$ cat src/rtl/booth_mult_r4.sv
// Sequential radix-4 Booth multiplier with a start/busy/done handshake.
// Retires two multiplier bits per cycle and supports signed or unsigned operands per operation.
module booth_mult_r4 #(
  parameter int unsigned W = 8
) (
  input  logic           clk,
  input  logic           rst_n,
  input  logic           start,
  input  logic           sgn,
  input  logic [W-1:0]   x,
  input  logic [W-1:0]   y,
  output logic           busy,
  output logic           done,
  output logic [2*W-1:0] produs
);

  localparam int unsigned N  = W / 2 + 1;
  localparam int unsigned CW = $clog2(N + 1);
  localparam int unsigned EW = W + 2;
  // Two guard bits above W+2 keep A +/- 2M from overflowing in either mode.
  localparam int unsigned AW = W + 4;

  typedef enum logic [0:0] {StIdle, StRun} state_e;

  state_e          state_q, state_d;
  logic [AW-1:0]   a_q, a_d;
  logic [EW-1:0]   q_q, q_d;
  logic            q1_q, q1_d;
  logic [EW-1:0]   m_q, m_d;
  logic [CW-1:0]   cnt_q, cnt_d;
  logic            busy_q, busy_d;
  logic            done_q, done_d;
  logic [2*W-1:0]  produs_q, produs_d;

  logic [EW-1:0]   x_ext;
  logic [EW-1:0]   y_ext;
  logic [AW-1:0]   m_ext;
  logic [AW-1:0]   addend;
  logic [AW-1:0]   sum;
  logic [AW-1:0]   a_sh;
  logic [EW-1:0]   q_sh;

  // Unsigned operands are zero-extended so the Booth recoding sees them as positive.
  assign x_ext = {{2{sgn & x[W-1]}}, x};
  assign y_ext = {{2{sgn & y[W-1]}}, y};
  assign m_ext = {{(AW - EW){m_q[EW-1]}}, m_q};

  always_comb begin
    addend = '0;
    unique case ({q_q[1:0], q1_q})
      3'b001, 3'b010: addend = m_ext;
      3'b011:         addend = m_ext << 1;
      3'b100:         addend = ~(m_ext << 1) + AW'(1);
      3'b101, 3'b110: addend = ~m_ext + AW'(1);
      default:        addend = '0;
    endcase
  end

  assign sum  = a_q + addend;
  assign a_sh = {{2{sum[AW-1]}}, sum[AW-1:2]};
  assign q_sh = {sum[1:0], q_q[EW-1:2]};

  always_comb begin
    state_d  = state_q;
    a_d      = a_q;
    q_d      = q_q;
    q1_d     = q1_q;
    m_d      = m_q;
    cnt_d    = cnt_q;
    busy_d   = busy_q;
    done_d   = 1'b0;
    produs_d = produs_q;
    unique case (state_q)
      StIdle: begin
        if (start) begin
          a_d     = '0;
          q_d     = x_ext;
          q1_d    = 1'b0;
          m_d     = y_ext;
          cnt_d   = '0;
          busy_d  = 1'b1;
          state_d = StRun;
        end
      end
      StRun: begin
        a_d   = a_sh;
        q_d   = q_sh;
        q1_d  = q_q[1];
        cnt_d = cnt_q + CW'(1);
        if (cnt_q == CW'(N - 1)) begin
          // After the final shift the product occupies the low 2W bits of {A, Q}.
          produs_d = {a_sh[W-3:0], q_sh};
          done_d   = 1'b1;
          busy_d   = 1'b0;
          state_d  = StIdle;
        end
      end
      default: state_d = StIdle;
    endcase
  end

  always_ff @(posedge clk or negedge rst_n) begin
    if (!rst_n) begin
      state_q  <= StIdle;
      a_q      <= '0;
      q_q      <= '0;
      q1_q     <= 1'b0;
      m_q      <= '0;
      cnt_q    <= '0;
      busy_q   <= 1'b0;
      done_q   <= 1'b0;
      produs_q <= '0;
    end else begin
      state_q  <= state_d;
      a_q      <= a_d;
      q_q      <= q_d;
      q1_q     <= q1_d;
      m_q      <= m_d;
      cnt_q    <= cnt_d;
      busy_q   <= busy_d;
      done_q   <= done_d;
      produs_q <= produs_d;
    end
  end

  assign busy   = busy_q;
  assign done   = done_q;
  assign produs = produs_q;

endmodule

$ cat config.mk
export PLATFORM = sky130hd
export DESIGN_NAME = booth_mult_r4
export DESIGN_NICKNAME = d
export VERILOG_FILES = /design/src/rtl/booth_mult_r4.sv
export SDC_FILE = /design/constraint.sdc
export NUM_CORES = 1
export LEC_CHECK = 0
export CELL_PAD_IN_SITES_DETAIL_PLACEMENT = 1
export CELL_PAD_IN_SITES_GLOBAL_PLACEMENT = 1
export CORE_ASPECT_RATIO = 1.4
export CORE_MARGIN = 3
export CORE_UTILIZATION = 35
export DETAILED_ROUTE_END_ITERATION = 6
export PLACE_DENSITY = 0.68
export SYNTH_ARGS = -nofsm -noshare
export SYNTH_HDL_FRONTEND = slang
export SYNTH_SLANG_ARGS = --single-unit
$ cat constraint.sdc
create_clock -name clk -period 8.6 [get_ports clk]
set_clock_uncertainty 0.1 [all_clocks]
set_input_delay 1.29 -clock clk [delete_from_list [all_inputs] [get_ports clk]]
set_output_delay 1.29 -clock clk [all_outputs]
set_load 0.02 [all_outputs]
* Word level (Yosys, flattened, before mapping)
Index checks and enable logic that the tools add are counted.
Operators by class: reduce and logical (&&, ||, !) cells 5, bitwise operators 5, multiplexer cells 17, equal/unequal tests 9, add/subtract/negate cells 4
Operators by type and width (number):
- $pmux 12 s4 | 1
- $add 12x1->12 const B | 2
- $not 12->12 | 2
- $pmux 12 s2 | 1
- $pmux 10 s2 | 1
- $add 12x12->12 | 1
- $eq 3x3->1 const B | 4
- $mux 12 | 1
- $mux 10 | 1
- $mux 1 | 7
- $eq 3x2->1 const B | 2
- $pmux 1 s2 | 3
- $pmux 3 s2 | 1
- $reduce_and 2->1 | 3
- $reduce_or 2->1 | 2
- $add 3x1->3 const B | 1
- $eq 3x1->1 const B | 1
- $mux 3 | 1
- $and 1x1->1 | 2
- $ne 2x1->1 const B | 1
- $ne 2x2->1 const B | 1
- $not 1->1 | 1
Word-level totals: logic and storage cells 49, input bits 20, bits in registers 54, output and inout port bits 18

* Longest topological paths before layout
word-level depth 5, gate-level depth with buffers 16, mapped depth without buffers 15

* Worst setup path before layout
No wires, ideal clock.
path kind reg2reg, start register m_q[0], end register a_q[8], required time 8.372 ns, buffers on the path 1, setup slack 5.143 ns, stages on the path, launching flop included 17, period minus slack after synthesis 3.457 ns, arrival time 3.229 ns, library setup time 0.128 ns, cells stage by stage dfrtp_1 inv_1 ha_1 or4b_1 buf_2 o21a_1 nor3_1 a21oi_1 mux4_2 inv_1 ha_1 a21o_1 a211oi_1 nor2_1 a31oi_1 xor2_1 o21ai_0
Between the ends: cells in the longest elaborated chain, start to end 5, elaborated cells on any way between the ends 7, classes of those cells add/sub: 3; mux: 2; bitwise: 2
RTL lines:
- from (decl) | RTL line 29 | logic [EW-1:0] m_q, m_d;
- from (signal assigned) | RTL line 118 | m_q <= m_d;
- $not 12->12 (on tied branches) | RTL line 54, 53
- $add 12x1->12 (on tied branches) | RTL line 54, 53
- $pmux 12 s4 (*) | RTL line 50 | unique case ({q_q[1:0], q1_q})
- $add 12x12->12 (*) | RTL line 59 | assign sum = a_q + addend;
- $pmux 12 s2 (*) | RTL line 73 | unique case (state_q)
- to (signal assigned) | RTL line 105 | a_q <= '0;
- to (signal assigned) | RTL line 115 | a_q <= a_d;
- to (decl) | RTL line 26 | logic [AW-1:0] a_q, a_d;
Every way passes the cells marked *; elsewhere a longest branch is shown, timed or not. A chain may end at the register's enable or synchronous reset.

* Worst setup path in the final report
start register m_q[1], end register a_q[8]
Same word-level chain as after synthesis.

==> impl_metrics.toml <==
[cts]
postCtsSetupBuffers = 0
numCtsBuffers = 5
cts.sinks = 52
cts_buffer_depth = 2
cts_hold_buf = 0
htreeDepth = 2
cts_tree = "done"
post_cts_resized = 0
cts.clk_slew.worst_paths_ns = 0.07
clkLatencyLatePin_ns = 0.29
root_buffer = "clkbuf_16"

[synthesis]
syn_area_per_cell_um2 = 9.68
yosysMostFrequentCell = "nand2_1"
synth_nets = 357
synthArstFlopShare_pct = 100
ys_seq_area_share_pct = 41.8
synthTopCellsByCount = "57 x nand2_1, 52 x dfrtp_1, 26 x o21ai_0"
synth_ff_type = "dfrtp_1"
synth_edf_count = 0
synth-seq-cells = 52
synth_cell_types = 55
netlist_instances = 322
synth_largest_area_cell = "dfrtp_1"
syn-cell-area_um2 = 3120
synth_warnings = 0
synth_area_leaders = "dfrtp_1 42%, nand2_1 6.9%, mux2_2 6.5%"
yosysTopAreaCellShare_pct = 41.8

[route]
drt_wl_total_um = 7780
vias = 2469
drcViolationCount = 0
via_per_inst = 5.40
post_drt_wl_per_cell_um = 17.0
drt_iter0_markers = 139
ant_nets = 0
first_pass_iters = 6

[cells_and_area]
nFillCells = 1024
area_delta_synth_final_pct = 18.9
drive_gt1_share_pct = 10.8
final_cell_area_um2 = 3700
layout.area.seq_um2 = 1300
multi_input_area_um2 = 1690
finalNetCount = 386
antenna_cells = 0
post-route-util_pct = 43.0

[timing]
tightest_slew_ns = 0.927
final-hold-violation-count = 0
period_share_pct = 46.0
maxSlewViolCount = 0
rsz0062_at_grt = "no"
setup_tns_ns = 0
fmax_mhz = 253
slew_headroom_pct = 38.0
hold_slack_ns = 0.382
setup_viol = 0
min_period_ns = 3.95

[grt]
grt_pass1_vias = 2589
grt_pass1_wl_um = 13000
track_usage_pct = 15.9
grt_antenna_before_repair = 0
grt_max_degree = 53
overflow = 0

[setup_path]
end_kind = "flip-flop"
cp_max_fo = 7
worstSetupStartpointType = "flip-flop"
cp.required_ns = 8.66
arrival_ns = 4.02
worst-setup-path-type = "reg2reg"

[die]
ios = 38
row_count = 40
initial_core_util_pct = 36.2
die_area_um2 = 10100
die_w_um = 85.7
fp.dieH_um = 118
fp.coreArea_um2 = 8610

[placement]
dpl_cell_area_um2 = 3540
numPortBuffers = 37
place_hpwl_um = 5790
gp_congestion = 0.789

[job]
cap_viol_max_count = 0

[worst_hold_path]
hold_class = "reg2reg"

[outcome]
outcome = "finished, final reports clean"
-- sequential cells by signal, indices dropped and copies added (netlist names) --
| name | cells |
|---|---|
| a_q | 10 |
| busy | 1 |
| cnt_q | 3 |
| done | 1 |
| m_q | 9 |
| produs | 16 |
| q1_q | 1 |
| q_q | 10 |
| state_q | 1 |
-- through the flow --
stage	cells	setup WS [ns]
6_report	457	4.65
5_1_grt	457	4.33
4_1_cts	457	4.62
3_5_place_dp	449	4.65
3_3_place_gp	449	4.65
2_1_floorplan	322	5.14
-- layout make-up --
cell class	instances	area share (%)
Clock buffer	6	3.48
Timing Repair Buffer	39	10.3
Inverter	11	1.11
Clock inverter	2	0.946
Sequential cell	52	35.1
Tap cell	105	3.55
Multi-Input combinational cell	242	45.5
-- worst max-delay path: stages (launching register included) --
cell and delay [ns]:
dfrtp_1 0.43, inv_1 0.11, ha_1 0.23, or4b_1 0.59, o21a_1 0.23, nor3_1 0.18
a21oi_1 0.07, mux4_2 0.48, inv_1 0.09, ha_1 0.28, a21o_1 0.22, a211oi_1 0.21
nor2_1 0.08, a31oi_1 0.19, xor2_1 0.22, o21ai_0 0.10
-- per-layer routing --
layer  global-route usage, %  wire [µm]  vias to the layer above
li1                        -          -                     1195
met1                    19.6       3280                     1240
met2                    28.8       4240                       29
met3                    2.10        169                        5
met4                    4.16         93                        0
met5                       0          0                        -
-- worst paths after layout --
path | startpoint | endpoint | slack [ns] | cells past startpoint
worst max register to register | m_q[1]$_DFFE_PN0P_ | a_q[8]$_DFFE_PN0P_ | 4.65 | 15
worst min-delay path | produs[12]$_DFFE_PN0P_ | produs[12]$_DFFE_PN0P_ | 0.38 | 2
min in group asynchronous | rst_n | m_q[7]$_DFFE_PN0P_ | 1.01 | 2
max in group asynchronous | rst_n | produs[13]$_DFFE_PN0P_ | 6.92 | 2
worst max-delay path | m_q[1]$_DFFE_PN0P_ | a_q[8]$_DFFE_PN0P_ | 4.65 | 15
worst min register to register | produs[12]$_DFFE_PN0P_ | produs[12]$_DFFE_PN0P_ | 0.38 | 2
-- layout by cell type, fill, tap and decap left out, types with 5 or more instances in the layout --
cell and count:
nand2_1 57, dfrtp_1 52, clkdlybuf4s50_1 36, o21ai_0 26, mux2_2 18, nor2_1 17
xnor2_1 15, ha_1 14, a21oi_1 12, inv_1 10, mux2i_1 10, a31oi_1 7
a22o_1 6, nor3_1 5, clkbuf_16 5
-- kinds of logic after synthesis --
group	Yosys count	synth area share [%]
buffers and inverters	28	4.14
flip-flops	52	41.8
XOR/XNOR	20	6.06
adder cells (fa/ha/maj)	15	6.27
AO/OA/AOI/OAI	81	17.2
AND/OR/NAND/NOR	97	14.1
multiplexers	29	10.4
Power is left out: the tool's default activity adds up to more than one toggle a clock period on the data nets, which glitch-free logic cannot reach.
